[config.mk]
export PLATFORM = sky130hd
export DESIGN_NAME = mem_write_ctrl
export DESIGN_NICKNAME = d
export VERILOG_FILES = /design/src/rtl/mem_ctrl_pkg.sv /design/src/rtl/mem_write_ctrl_btn_debounce.sv /design/src/rtl/mem_write_ctrl.sv
export SDC_FILE = /design/constraint.sdc
export NUM_CORES = 1
export LEC_CHECK = 0
export CAP_MARGIN = 15
export CORE_ASPECT_RATIO = 1.2
export CORE_MARGIN = 2
export CORE_UTILIZATION = 50
export CTS_CLUSTER_DIAMETER = 50
export DETAILED_ROUTE_END_ITERATION = 16
export PLACE_DENSITY = 0.69
export SYNTH_ARGS = -nofsm -noshare
export SYNTH_HDL_FRONTEND = slang
export SYNTH_SLANG_ARGS = --single-unit
[constraint.sdc]
create_clock -name clk -period 2.4 [get_ports clk]
set_clock_uncertainty 0.2 [all_clocks]
set_input_delay 0.48 -clock clk [delete_from_list [all_inputs] [get_ports clk]]
set_output_delay 0.48 -clock clk [all_outputs]
set_load 0.05 [all_outputs]
[src/rtl/mem_ctrl_pkg.sv]
// Shared types and sizes for the 4x8-bit memory write front-end.
package mem_ctrl_pkg;
  localparam int ADDR_W    = 2;
  localparam int DATA_W    = 8;
  localparam int NUM_WORDS = 4;

  typedef enum logic [1:0] {
    IDLE,
    SETUP,
    STROBE,
    HOLD
  } wr_state_t;
endpackage

[src/rtl/mem_write_ctrl_btn_debounce.sv]
// Button conditioner: 2-flop synchroniser, stability counter, and a
// one-clock pulse on each accepted rising edge.
module btn_debounce #(
  parameter int DEBOUNCE_CYCLES = 50000
) (
  input  logic clk,
  input  logic rst_n,
  input  logic btn_raw,
  output logic pulse
);
  localparam int CNT_W = (DEBOUNCE_CYCLES > 1) ? $clog2(DEBOUNCE_CYCLES) : 1;
  localparam logic [CNT_W-1:0] CNT_LAST = CNT_W'(DEBOUNCE_CYCLES - 1);

  logic [1:0]       sync_q, sync_d;
  logic             level_q, level_d;
  logic [CNT_W-1:0] cnt_q, cnt_d;
  logic             pulse_q, pulse_d;

  always_comb begin
    sync_d  = {sync_q[0], btn_raw};
    level_d = level_q;
    cnt_d   = '0;
    pulse_d = 1'b0;
    // Count only while the synchronised level disagrees with the accepted one.
    if (sync_q[1] != level_q) begin
      if (cnt_q == CNT_LAST) begin
        level_d = sync_q[1];
        pulse_d = sync_q[1];
      end else begin
        cnt_d = cnt_q + CNT_W'(1);
      end
    end
  end

  always_ff @(posedge clk or negedge rst_n) begin
    if (!rst_n) begin
      sync_q  <= '0;
      level_q <= 1'b0;
      cnt_q   <= '0;
      pulse_q <= 1'b0;
    end else begin
      sync_q  <= sync_d;
      level_q <= level_d;
      cnt_q   <= cnt_d;
      pulse_q <= pulse_d;
    end
  end

  assign pulse = pulse_q;
endmodule

[src/rtl/mem_write_ctrl.sv]
// Switch/button front-end producing data, store strobe and address for the
// downstream memory, with auto-increment and an LED readback scan mode.
module mem_write_ctrl
  import mem_ctrl_pkg::*;
#(
  parameter int DEBOUNCE_CYCLES = 50000,
  parameter int STORE_CYCLES    = 2,
  parameter int SCAN_PERIOD     = 25000000
) (
  input  logic       clk,
  input  logic       rst_n,
  input  logic [7:0] sw_data,
  input  logic       btn_store,
  input  logic       btn_next,
  input  logic       sw_auto_inc,
  input  logic       sw_scan,
  output logic [7:0] data_out,
  output logic       store_out,
  output logic [1:0] addr_out,
  output logic       busy
);
  localparam int STB_W  = (STORE_CYCLES > 1) ? $clog2(STORE_CYCLES) : 1;
  localparam int SCAN_W = $clog2(SCAN_PERIOD);
  localparam logic [STB_W-1:0]  STB_LAST  = STB_W'(STORE_CYCLES - 1);
  localparam logic [SCAN_W-1:0] SCAN_LAST = SCAN_W'(SCAN_PERIOD - 1);

  logic store_req, next_req;

  btn_debounce #(.DEBOUNCE_CYCLES(DEBOUNCE_CYCLES)) u_db_store (
    .clk(clk), .rst_n(rst_n), .btn_raw(btn_store), .pulse(store_req)
  );

  btn_debounce #(.DEBOUNCE_CYCLES(DEBOUNCE_CYCLES)) u_db_next (
    .clk(clk), .rst_n(rst_n), .btn_raw(btn_next), .pulse(next_req)
  );

  wr_state_t         state_q, state_d;
  logic [STB_W-1:0]  stb_cnt_q, stb_cnt_d;
  logic [SCAN_W-1:0] scan_cnt_q, scan_cnt_d;
  logic [DATA_W-1:0] data_q, data_d;
  logic [ADDR_W-1:0] addr_q, addr_d;
  logic              store_q, store_d;
  logic              busy_q, busy_d;
  logic [1:0]        auto_sync_q, auto_sync_d;
  logic [1:0]        scan_sync_q, scan_sync_d;
  logic              scan_step;

  always_comb begin
    state_d     = state_q;
    stb_cnt_d   = stb_cnt_q;
    scan_cnt_d  = scan_cnt_q;
    data_d      = data_q;
    addr_d      = addr_q;
    auto_sync_d = {auto_sync_q[0], sw_auto_inc};
    scan_sync_d = {scan_sync_q[0], sw_scan};
    scan_step   = 1'b0;

    // A terminal count coinciding with a store is held so the write keeps its address.
    if (!scan_sync_q[1]) begin
      scan_cnt_d = '0;
    end else if (state_q == IDLE) begin
      if (scan_cnt_q == SCAN_LAST) begin
        if (!store_req) begin
          scan_step  = 1'b1;
          scan_cnt_d = '0;
        end
      end else begin
        scan_cnt_d = scan_cnt_q + SCAN_W'(1);
      end
    end

    case (state_q)
      IDLE: begin
        if (store_req) begin
          state_d = SETUP;
          data_d  = sw_data;
        end else if (next_req || scan_step) begin
          addr_d = addr_q + ADDR_W'(1);
        end
      end
      SETUP: begin
        state_d   = STROBE;
        stb_cnt_d = '0;
      end
      STROBE: begin
        if (stb_cnt_q == STB_LAST) state_d = HOLD;
        else stb_cnt_d = stb_cnt_q + STB_W'(1);
      end
      HOLD: begin
        state_d = IDLE;
        if (auto_sync_q[1]) addr_d = addr_q + ADDR_W'(1);
      end
      default: state_d = IDLE;
    endcase

    store_d = (state_d == STROBE);
    busy_d  = (state_d != IDLE);
  end

  always_ff @(posedge clk or negedge rst_n) begin
    if (!rst_n) begin
      state_q     <= IDLE;
      stb_cnt_q   <= '0;
      scan_cnt_q  <= '0;
      data_q      <= '0;
      addr_q      <= '0;
      store_q     <= 1'b0;
      busy_q      <= 1'b0;
      auto_sync_q <= '0;
      scan_sync_q <= '0;
    end else begin
      state_q     <= state_d;
      stb_cnt_q   <= stb_cnt_d;
      scan_cnt_q  <= scan_cnt_d;
      data_q      <= data_d;
      addr_q      <= addr_d;
      store_q     <= store_d;
      busy_q      <= busy_d;
      auto_sync_q <= auto_sync_d;
      scan_sync_q <= scan_sync_d;
    end
  end

  assign data_out  = data_q;
  assign store_out = store_q;
  assign addr_out  = addr_q;
  assign busy      = busy_q;
endmodule
==> metrics.md, run 1 <==
| Metric | Value |
|---|---|
| Status | `completed` |
| Clock-pin transition on the worst setup and hold timing paths | `0.09 ns` |
| Xor/xnor share of the synthesized area | `between 7 and 8%` |
| Syn Nets | `412` |
| Nets | `456` |
| Number of synthesized flops with an enable pin | `0` |
| Die height | `just over 100 um` |
| Syn avg cell area | `between 10 and 15 sq um` |
| Crit path kind | `register to register` |
| Final Setup Violations | `0` |
| Routability cong. | `~0.92` |
| Maximum vdd drop | `0.000385 V` |
| CP required | `roughly 2.5 ns` |
| Die area | `approximately 0.009 sq mm` |
| Relative max-transition margin | `around two thirds` |
| Antenna cells | `0` |
| Async SR Flop Fraction | `100%` |
| Detailed-route via count | `between 3000 and 4000` |
| Worst Setup Start Kind | `register` |
| Initial DRC count | `between 150 and 200` |
| Setup crit end | `scan_cnt_q[19]` |
| Synth area leader | `dfrtp_1` |
| Reg2Reg Depth | `6` |
| Synth Area in Adders | `1.87%` |
| Fill cells | `between 600 and 700` |
| Drt via density | `5.76` |
| Least-Margin Pin Slew | `~0.52 ns` |
| Overflow after GRT | `0` |
| Htree depth | `3` |
| Reg2Reg Launch Point | `scan_cnt_q[17]` |
| CTS buffer count | `9` |
| Complex-gate fraction of the synthesized area | `9.72%` |
| Fraction of layout cells with a size suffix above 1 | `11.8%` |
| Critical path's slowest cell | `or4b_4` |
| Leak | `around 2.1 nW` |
| Starting Density | `51.8%` |
| Row count | `35` |
| Fin. Hold Viols | `0` |
| Top cells by count, synth | `dfrtp_1 (84), nor2_1 (52), nand2_1 (35)` |
| Largest family of logic cells by synthesized area | `simple AND/OR/NAND/NOR gates` |
| Worst setup margin | `approximately 0.12 ns` |
| Initial antenna violation count | `0` |
| Crit path cell chain | `or4b_4, nor3_4, buf_4, a31o_4, nor4_1, o21ba_1` |
| Seq/Total Area, Yosys | `52.3%` |
| Final TNS setup | `0 ns` |
| Fmax | `about 440 MHz` |
| Largest net degree at the start of global routing | `45` |
| Mapped Area | `0.00402 sq mm` |
| Worst-Skew Late Latency | `0.35 ns` |
| Type of the worst min-delay path | `register to register` |
| Cell family contributing the most delay on the critical path | `simple AND/OR/NAND/NOR gates` |
| Finished Cell Area | `0.00471 sq mm` |
| Pre-CTS WS | `0.120 ns` |
| I/O pin total | `26` |
| # DRC | `0` |
| Buf/Inv on CP | `1` |
| Multiplexer area fraction after synthesis | `2.80%` |
| TritonCTS clock tree | `done` |
| Netlist cell types | `between 50 and 60` |
| CP Depth | `6` |
| CP Launch Point | `scan_cnt_q[17]` |
| CTS root buf | `clkbuf_8` |
| CP endpoint kind | `register` |
| Core area | `0.00775 sq mm` |
| Number of global-route vias before repair | `about 3100` |
| Leading cell type by number of instances after synthesis | `dfrtp_1` |
| CP arrival | `2.33 ns` |
| Dpl hpwl | `~5.8 mm` |
| Clk sinks | `84` |
| Clk buf depth | `2` |
| R2r endpoint | `scan_cnt_q[19]` |
| Util after Layout | `60.7%` |
| Area Growth Syn to Fin | `17.2%` |
| Tmin final | `2.28 ns` |
| PortBufs | `25` |
| Synth area leaders | `dfrtp_1 (52%), nor2_1 (4.9%), xor2_1 (4.1%), nand2_1 (3.3%), xnor2_1 (3.1%)` |
| Total GRT Usage | `20.4%` |
| Drt pass-1 iters | `4` |
| Primary FF master, synth | `dfrtp_1` |
| Crit Path Max Fanout | `15` |
| Register-to-register setup slack | `0.12 ns` |
| YS warnings | `0` |
| Wire length per cell | `15.3 um` |
| Slew Limit Fails | `0` |
| Fin crit share | `a little over nine tenths` |
| Post-Synth Simple-Gate Area | `23.6%` |
| Post-DP Area | `0.00442 sq mm` |
| Seq cells post-synth | `84` |
| Die W | `85.8 um` |
| Cell Pwr Density | `just under 600 mW/mm^2` |
| Final WL | `8.14 mm` |
| Gate Count Post-Synth | `approximately 400` |
| Delay of the slowest critical-path stage | `0.60 ns` |
| Post-route ant nets | `0` |
| Post-synth top area share | `a little over half` |
| RSZ-0062 raised after global routing | `no` |
| First-pass GRT wire length | `between 10 and 15 mm` |
| Max-cap violations | `0` |
[sequential cells by signal, summed over array words and instances, names as in the netlist]
name / count
scan_sync_q: 2
u_db_next.cnt_q: 16
busy: 1
state_q: 2
u_db_store.sync_q: 2
u_db_next.pulse: 1
store_out: 1
u_db_store.pulse: 1
addr_out: 2
auto_sync_q: 2
scan_cnt_q: 25
data_out: 8
u_db_store.level_q: 1
u_db_next.level_q: 1
u_db_next.sync_q: 2
u_db_store.cnt_q: 16
stb_cnt_q: 1
[logic make-up after synthesis]
family                   count (synthesis)
AND/OR/NAND/NOR                        182
flip-flops                              84
AO/OA/AOI/OAI                           57
XOR/XNOR                                33
buffers and inverters                   20
multiplexers                            10
adder cells (fa/ha/maj)                  6
[layout by cell type (no fill, tap or decap), types with 4 or more instances in the layout]
master,instances
a21oi_1,10
a31oi_1,11
and3_1,15
buf_4,14
clkbuf_8,10
clkdlybuf4s50_1,24
dfrtp_1,84
ha_1,5
inv_1,13
mux2_2,10
nand2_1,34
nand3_1,24
nand4_1,14
nor2_1,52
nor3_1,13
nor3b_1,4
o21ai_0,7
o21ai_1,6
xnor2_1,14
xor2_1,19
[cell type report]
type / instances / area, sq um / area share, %
Timing Repair Buffer: 40 / 375 / 7.97
Tap cell: 92 / 115 / 2.44
Clock buffer: 10 / 138 / 2.92
Sequential cell: 84 / 2100 / 44.6
Multi-Input combinational cell: 288 / 1840 / 39.0
Clock inverter: 6 / 93.8 / 1.99
Inverter: 13 / 48.8 / 1.04
[power breakdown]
| group | total, mW | leakage [nW] | switching (mW) | internal, mW |
|---|---|---|---|---|
| Clock | 1.16 | 0.114 | 0.535 | 0.626 |
| Sequential | 1.46 | 1.13 | 0.0223 | 1.44 |
| Combinational | 0.155 | 0.814 | 0.0942 | 0.0604 |
[routing by layer]
metal  vias to the layer above  GRT usage [%]  routed length, um
met2                        82           32.5               3910
met1                      1483           26.8               3670
met4                         0           9.65                187
li1                       1489              -                  -
met5                         -              0                  0
met3                        16           4.52                373
[worst reg2reg max path, delay by kind of cell, from the launching register on]
| kind | cells | cell delay [ns] |
|---|---|---|
| compound gates | 2 | 0.46 |
| simple gates | 3 | 0.93 |
| flops | 1 | 0.46 |
| buf+inv | 1 | 0.14 |
[stage by stage]
step	hold WS, ns	total power, mW	std cells
6_report	0.154	2.78	533
5_1_grt	0.165	2.90	533
4_1_cts	0.159	2.82	530
3_5_place_dp	0.137	1.65	513
3_3_place_gp	0.133	1.64	513
2_1_floorplan	-0.0156	1.56	392
[what timing repair did]
action	in CTS	in global routing
hold endpoints to repair	15	0
setup buffers	0	3
setup endpoints to repair	0	13
gates resized for setup	0	5
hold buffers	1	0
[worst min path at each step]
| stage | from | cells past startpoint | slack (ns) | to |
|---|---|---|---|---|
| finish | scan_sync_q[0] | 0 | 0.15 | scan_sync_q[1] |
| global route | u_db_next.sync_q[0] | 0 | 0.17 | u_db_next.sync_q[1] |
| CTS | scan_sync_q[0] | 0 | 0.16 | scan_sync_q[1] |
| detailed placement | u_db_next.sync_q[0] | 0 | 0.14 | u_db_next.sync_q[1] |
| global placement | auto_sync_q[0] | 0 | 0.13 | auto_sync_q[1] |
| floorplan | rst_n | 0 | -0.02 | addr_out[0] |
Note: power is estimated with default switching activity, not from simulation.
==> run 2: changes to the inputs <==
CTS_CLUSTER_SIZE = 28   (was not set)
==> results of run 2 <==
Same layout as run 1: the final DEF is identical, and so are final timing and power.
==> run 3: changes to the inputs <==
ABC_AREA = 1   (was not set)
CTS_BUF_LIST = sky130_fd_sc_hd__clkbuf_2   (was not set)
==> metrics.md, run 3 <==
| Metric | Value |
|---|---|
| Status | `completed` |
| Starting Density | `51.8% (about the same)` |
| Nets | `664 (+46%)` |
| R2r endpoint | `scan_cnt_q[21]` |
| Mapped Area | `0.00449 sq mm (+12%)` |
| Hold Crit Depth | `1 (+1)` |
| Cell Pwr Density | `493 mW/mm^2 (-16%)` |
| Fraction of layout cells with a size suffix above 1 | `5.39% (-6.4 points)` |
| Die area | `0.00975 sq mm (+11%)` |
| CP required | `1.72 ns (-0.73 ns)` |
| Tmin final | `2.20 ns (-0.0814 ns)` |
| Max FFs per register | `25 (unchanged)` |
| Leading cell type by number of instances after synthesis | `nand2_1` |
| Synth area leaders | `dfrtp_1 (47%), nand2_1 (17%), nor2_1 (8.5%), nand3_1 (4.8%), inv_1 (4.8%)` |
| Seq cells post-synth | `84 (unchanged)` |
| Async SR Flop Fraction | `100% (unchanged)` |
| CTS buffer count | `9 (unchanged)` |
| Type of the worst min-delay path | `primary input to register` |
| Initial DRC count | `313 (+73%)` |
| CTS root buf | `clkbuf_2` |
| Antenna cells | `0 (unchanged)` |
| Fmax | `454 MHz (+3.7%)` |
| Post-CTS Setup Inserts | `0 (unchanged)` |
| RSZ-0062 raised after global routing | `no` |
| Syn avg cell area | `7.39 sq um (-28%)` |
| Total power | `2.49 mW (-10%)` |
| Max-cap violations | `0 (unchanged)` |
| Clk sinks | `84 (unchanged)` |
| Crit Path Max Fanout | `3 (-12)` |
| Number of global-route vias before repair | `3873 (+25%)` |
| PortBufs | `25 (unchanged)` |
| First-pass GRT wire length | `17.5 mm (+24%)` |
| Register-to-register setup slack | `0.26 ns (+0.14 ns)` |
| WHS Endpoint | `scan_sync_q[0]` |
| Delay of the slowest critical-path stage | `0.54 ns (-0.06 ns)` |
| Post-synth top area share | `46.9% (-5.5 points)` |
| I/O pin total | `26 (unchanged)` |
| Commonest non-fill, non-tap cells in the layout | `nand2_1 (203), nor2_1 (102), dfrtp_1 (84)` |
| Overflow after GRT | `0 (unchanged)` |
| Top cells by count, synth | `nand2_1 (203), nor2_1 (102), dfrtp_1 (84)` |
| Reg2Reg Launch Point | `scan_cnt_q[0]` |
| Critical path's slowest cell | `dlygate4sd2_1` |
| Drt pass-1 iters | `4 (unchanged)` |
| Buf/Inv on CP | `1 (unchanged)` |
| Syn Nets | `627 (+52%)` |
| Dpl hpwl | `7.19 mm (+25%)` |
| TritonCTS clock tree | `done` |
| Largest net degree at the start of global routing | `36 (-20%)` |
| Netlist cell types | `36 (-29%)` |
| Least-Margin Pin Slew | `0.548 ns (+0.0247 ns)` |
| Drt via density | `5.06 (-12%)` |
| Wire length per cell | `12.7 um (-17%)` |
| Fin. Hold Viols | `0 (unchanged)` |
| Initial antenna violation count | `0 (unchanged)` |
| Worst-Skew Late Latency | `0.55 ns (+0.20 ns)` |
| Finished Cell Area | `0.00504 sq mm (+7.1%)` |
| Row count | `37 (+5.7%)` |
| Detailed-route via count | `3874 (+26%)` |
| Reg2Reg Depth | `11 (+5)` |
| YS warnings | `0 (unchanged)` |
| Area Growth Syn to Fin | `12.5%` |
| Hold path startpoint | `sw_scan` |
| Total GRT Usage | `22.4% (+1.9 points)` |
| Worst Setup Start Kind | `register` |
| Clock-pin transition on the worst setup and hold timing paths | `0.21 ns (+0.12 ns)` |
| Synth area leader | `dfrtp_1` |
| Core area | `0.00866 sq mm (+12%)` |
| Crit path cell chain | `dlygate4sd2_1` |
| Leak | `2.36 nW (+15%)` |
| Maximum vdd drop | `0.000355 V (-7.7%)` |
| Seq/Total Area, Yosys | `46.9% (-5.5 points)` |
| Fill cells | `858 (+33%)` |
| Top Registers | `scan_cnt_q x25, u_db_next.cnt_q x16, u_db_store.cnt_q x16` |
| Die W | `90.5 um (+5.4%)` |
| Number of synthesized flops with an enable pin | `0 (unchanged)` |
| Final WL | `9.72 mm (+19%)` |
| Largest Register | `scan_cnt_q` |
| Most common cell after layout, fill and taps aside | `nand2_1` |
| Post-DP Area | `0.00489 sq mm (+11%)` |
| Relative max-transition margin | `63.4% (-1.7 points)` |
| Fin crit share | `91.8% (-3.4 points)` |
| Crit path kind | `register to output pin` |
| Final TNS setup | `0 ns (unchanged)` |
| Post-route ant nets | `0 (unchanged)` |
| Cell family contributing the most delay on the critical path | `buffers and inverters` |
| CP arrival | `1.52 ns (-0.81 ns)` |
| CP Launch Point | `addr_out[1]` |
| Die height | `108 um (+5.5%)` |
| Routability cong. | `0.906 (-1.2%)` |
| CP endpoint kind | `output pin` |
| Final Setup Violations | `0 (unchanged)` |
| Primary FF master, synth | `dfrtp_1` |
| Clk buf depth | `2 (unchanged)` |
| Gate Count Post-Synth | `607 (+55%)` |
| Slew Limit Fails | `0 (unchanged)` |
| # DRC | `0 (unchanged)` |
| Htree depth | `3 (unchanged)` |
[run 3: per-stage QoR]
| stage | std cells | hold slack [ns] | setup slack (ns) | util, % |
|---|---|---|---|---|
| 3_3_place_gp | 749 | 0.133 | 0.315 | 56.5 |
| 2_1_floorplan | 607 | -0.0156 | 0.565 | - |
| 6_report | 766 | 0.134 | 0.197 | 58.3 |
| 4_1_cts | 766 | 0.0971 | 0.142 | 58.3 |
| 3_5_place_dp | 749 | 0.136 | 0.243 | 56.5 |
| 5_1_grt | 766 | 0.0743 | 0.0186 | 58.3 |
[run 3: worst max path at each step]
stage,to,slack (ns),cells past startpoint
2_1_floorplan,scan_cnt_q[12],0.56,11
3_3_place_gp,scan_cnt_q[3],0.31,11
3_5_place_dp,scan_cnt_q[7],0.24,11
4_1_cts,addr_out[0],0.14,1
5_1_grt,scan_cnt_q[8],0.02,11
6_report,addr_out[1],0.20,1
[run 3: cells by family after synthesis]
family	synth area share (%)
simple gates	37.4
flops	46.9
buf+inv	6.28
compound gates	3.63
xor+xnor	3.91
fa+ha+maj	1.67
mux	0.223
[run 3: power by group]
group / internal, mW / switching [mW]
clock: 0.454 / 0.480
sequential: 1.44 / 0.0140
combinational: 0.0414 / 0.0628
[run 3: area by class of cell]
type | instances | area, sq um | share of cell area (%)
timing repair buffer | 34 | 315 | 6.25
multi-input combinational | 456 | 2100 | 41.7
tap | 117 | 146 | 2.90
inverter | 59 | 224 | 4.44
sequential | 84 | 2100 | 41.7
clock inverter | 5 | 100 | 1.98
clock buffer | 11 | 55.1 | 1.09
[run 3: metal layers]
metal | GRT usage, % | share of wire [%] | vias to the layer above
li1 | - | - | 1988
met1 | 27.9 | 44 | 1781
met2 | 37.3 | 50 | 81
met3 | 3.99 | 3.6 | 24
met4 | 11.4 | 2.8 | 0
met5 | 0 | 0 | -
[run 3: timing repair]
| item | CTS | global route |
|---|---|---|
| hold endpoints to repair | 32 | 0 |
| resized for setup | 12 | 1 |
| gates cloned | 0 | 0 |
| setup endpoints to repair | 12 | 9 |
| hold buffers | 1 | 0 |
==> RTL change (settings of run 1) <==
`DEBOUNCE_CYCLES` is set to 50000 in 2 places; all go to 100000.
--- a/src/rtl/mem_write_ctrl_btn_debounce.sv
+++ b/src/rtl/mem_write_ctrl_btn_debounce.sv
@@ -1,7 +1,7 @@
 // Button conditioner: 2-flop synchroniser, stability counter, and a
 // one-clock pulse on each accepted rising edge.
 module btn_debounce #(
-  parameter int DEBOUNCE_CYCLES = 50000
+  parameter int DEBOUNCE_CYCLES = 100000
 ) (
   input  logic clk,
   input  logic rst_n,
--- a/src/rtl/mem_write_ctrl.sv
+++ b/src/rtl/mem_write_ctrl.sv
@@ -3,7 +3,7 @@
 module mem_write_ctrl
   import mem_ctrl_pkg::*;
 #(
-  parameter int DEBOUNCE_CYCLES = 50000,
+  parameter int DEBOUNCE_CYCLES = 100000,
   parameter int STORE_CYCLES    = 2,
   parameter int SCAN_PERIOD     = 25000000
 ) (
Formal check against the unedited RTL: same outputs for any inputs over 10 cycles, from zero or initial values and one cycle with rst_n low; that may be too few to reach the edited logic, so the function may still have changed.
==> RTL change against run 1 <==
The flow now finishes with violations (negative setup slack); area after synthesis is 2.4% higher; first-iteration DRC count down 20%; worst hold slack better by 0.00072 ns; sequential cell count increased by 2; design area grew 6.2%; die area up 2.3%; routed wire length rose by 4.8%; setup slack got worse by 0.13 ns; count of clock-buffer cells in the layout up 1; synthesized cell count increased by 2.6%; non-clock buffer count is 23 higher; power shrank 7.5%; critical endpoint is now scan_cnt_q[18]$_DFFE_PN0P_; largest cell class unchanged; highest routed layer unchanged.
==> RTL change: results (changes against run 1) <==
final setup vio count=8 (+8); CP Max Fanout=8 (-7); DR WL met2=4250 microns (+8.7%); Worst Hold Launch=auto_sync_q[0]$_DFF_PN0_; CLK BUF=11 (+1); GR Util met1=26.8% (about the same); FF+latch area=2150 sq um (+2.4%); crit path to=scan_cnt_q[18]$_DFFE_PN0P_; width of the die=86.8 microns (+1.1%); Setup TNS=-0.0478 ns (-0.0478 ns); outcome=complete, but fails checks; Routability Congestion=0.878 (-4.3%); Clock-cell share=3.50% (-1.4 points); violated checks=negative setup slack; Yosys reg bits=86 (+2.4%); largest stage delay on the critical path=0.53 ns (-0.07 ns); register area share after synthesis=52.3% (about the same); Detail Placement HPWL=6090 microns (+5.7%); placed instance area=4690 sq um (+6.0%); multi-input logic area=1920 sq um (+4.6%); Largest regs=scan_cnt_q (25), u_db_next.cnt_q (17), u_db_store.cnt_q (17); Nets=483 (+5.9%); post-layout worst setup margin=-0.0115 ns (-0.127 ns); Hold Path Sink=auto_sync_q[1]$_DFF_PN0_; hold_ws=0.155 ns (+0.000719 ns); top cells by area, synth=dfrtp_1 (52%), nor2_1 (4.6%), xor2_1 (4.3%); adder-cell share of the synthesized area=1.83% (-0.043 points); total track usage=20.5% (+0.042 points)
RTL change: changes by cell type in the layout (fill, tap and decap cells not counted), moves of 4 or more:
cell	delta
a31oi_1	-10
and3_1	-6
and4_1	+4
buf_4	+18
mux2i_1	+8
o21ai_1	-6
or3_1	+6
RTL change: where the power goes:
part	internal [W]	leakage, nW	switching [W]	total (W)
Clock	0.000404	0.0857	0.000516	0.000920
Combinational	0.0000630	0.929	0.0000930	0.000156
Sequential	0.00147	1.16	0.0000223	0.00150
RTL change: metrics by stage:
stage | power, W | std cells
6_report | 0.00257 | 563
3_5_place_dp | 0.00168 | 541
3_3_place_gp | 0.00168 | 541
2_1_floorplan | 0.00159 | 402
5_1_grt | 0.00269 | 563
4_1_cts | 0.00261 | 560
RTL change: repair_timing:
action | CTS | global route
endpoints found under the hold margin | 20 | 0
hold buffers | 1 | 0
pin swaps | 1 | 9
setup buffers | 2 | 3
endpoints found under the setup margin | 25 | 41
gates resized for setup | 13 | 11
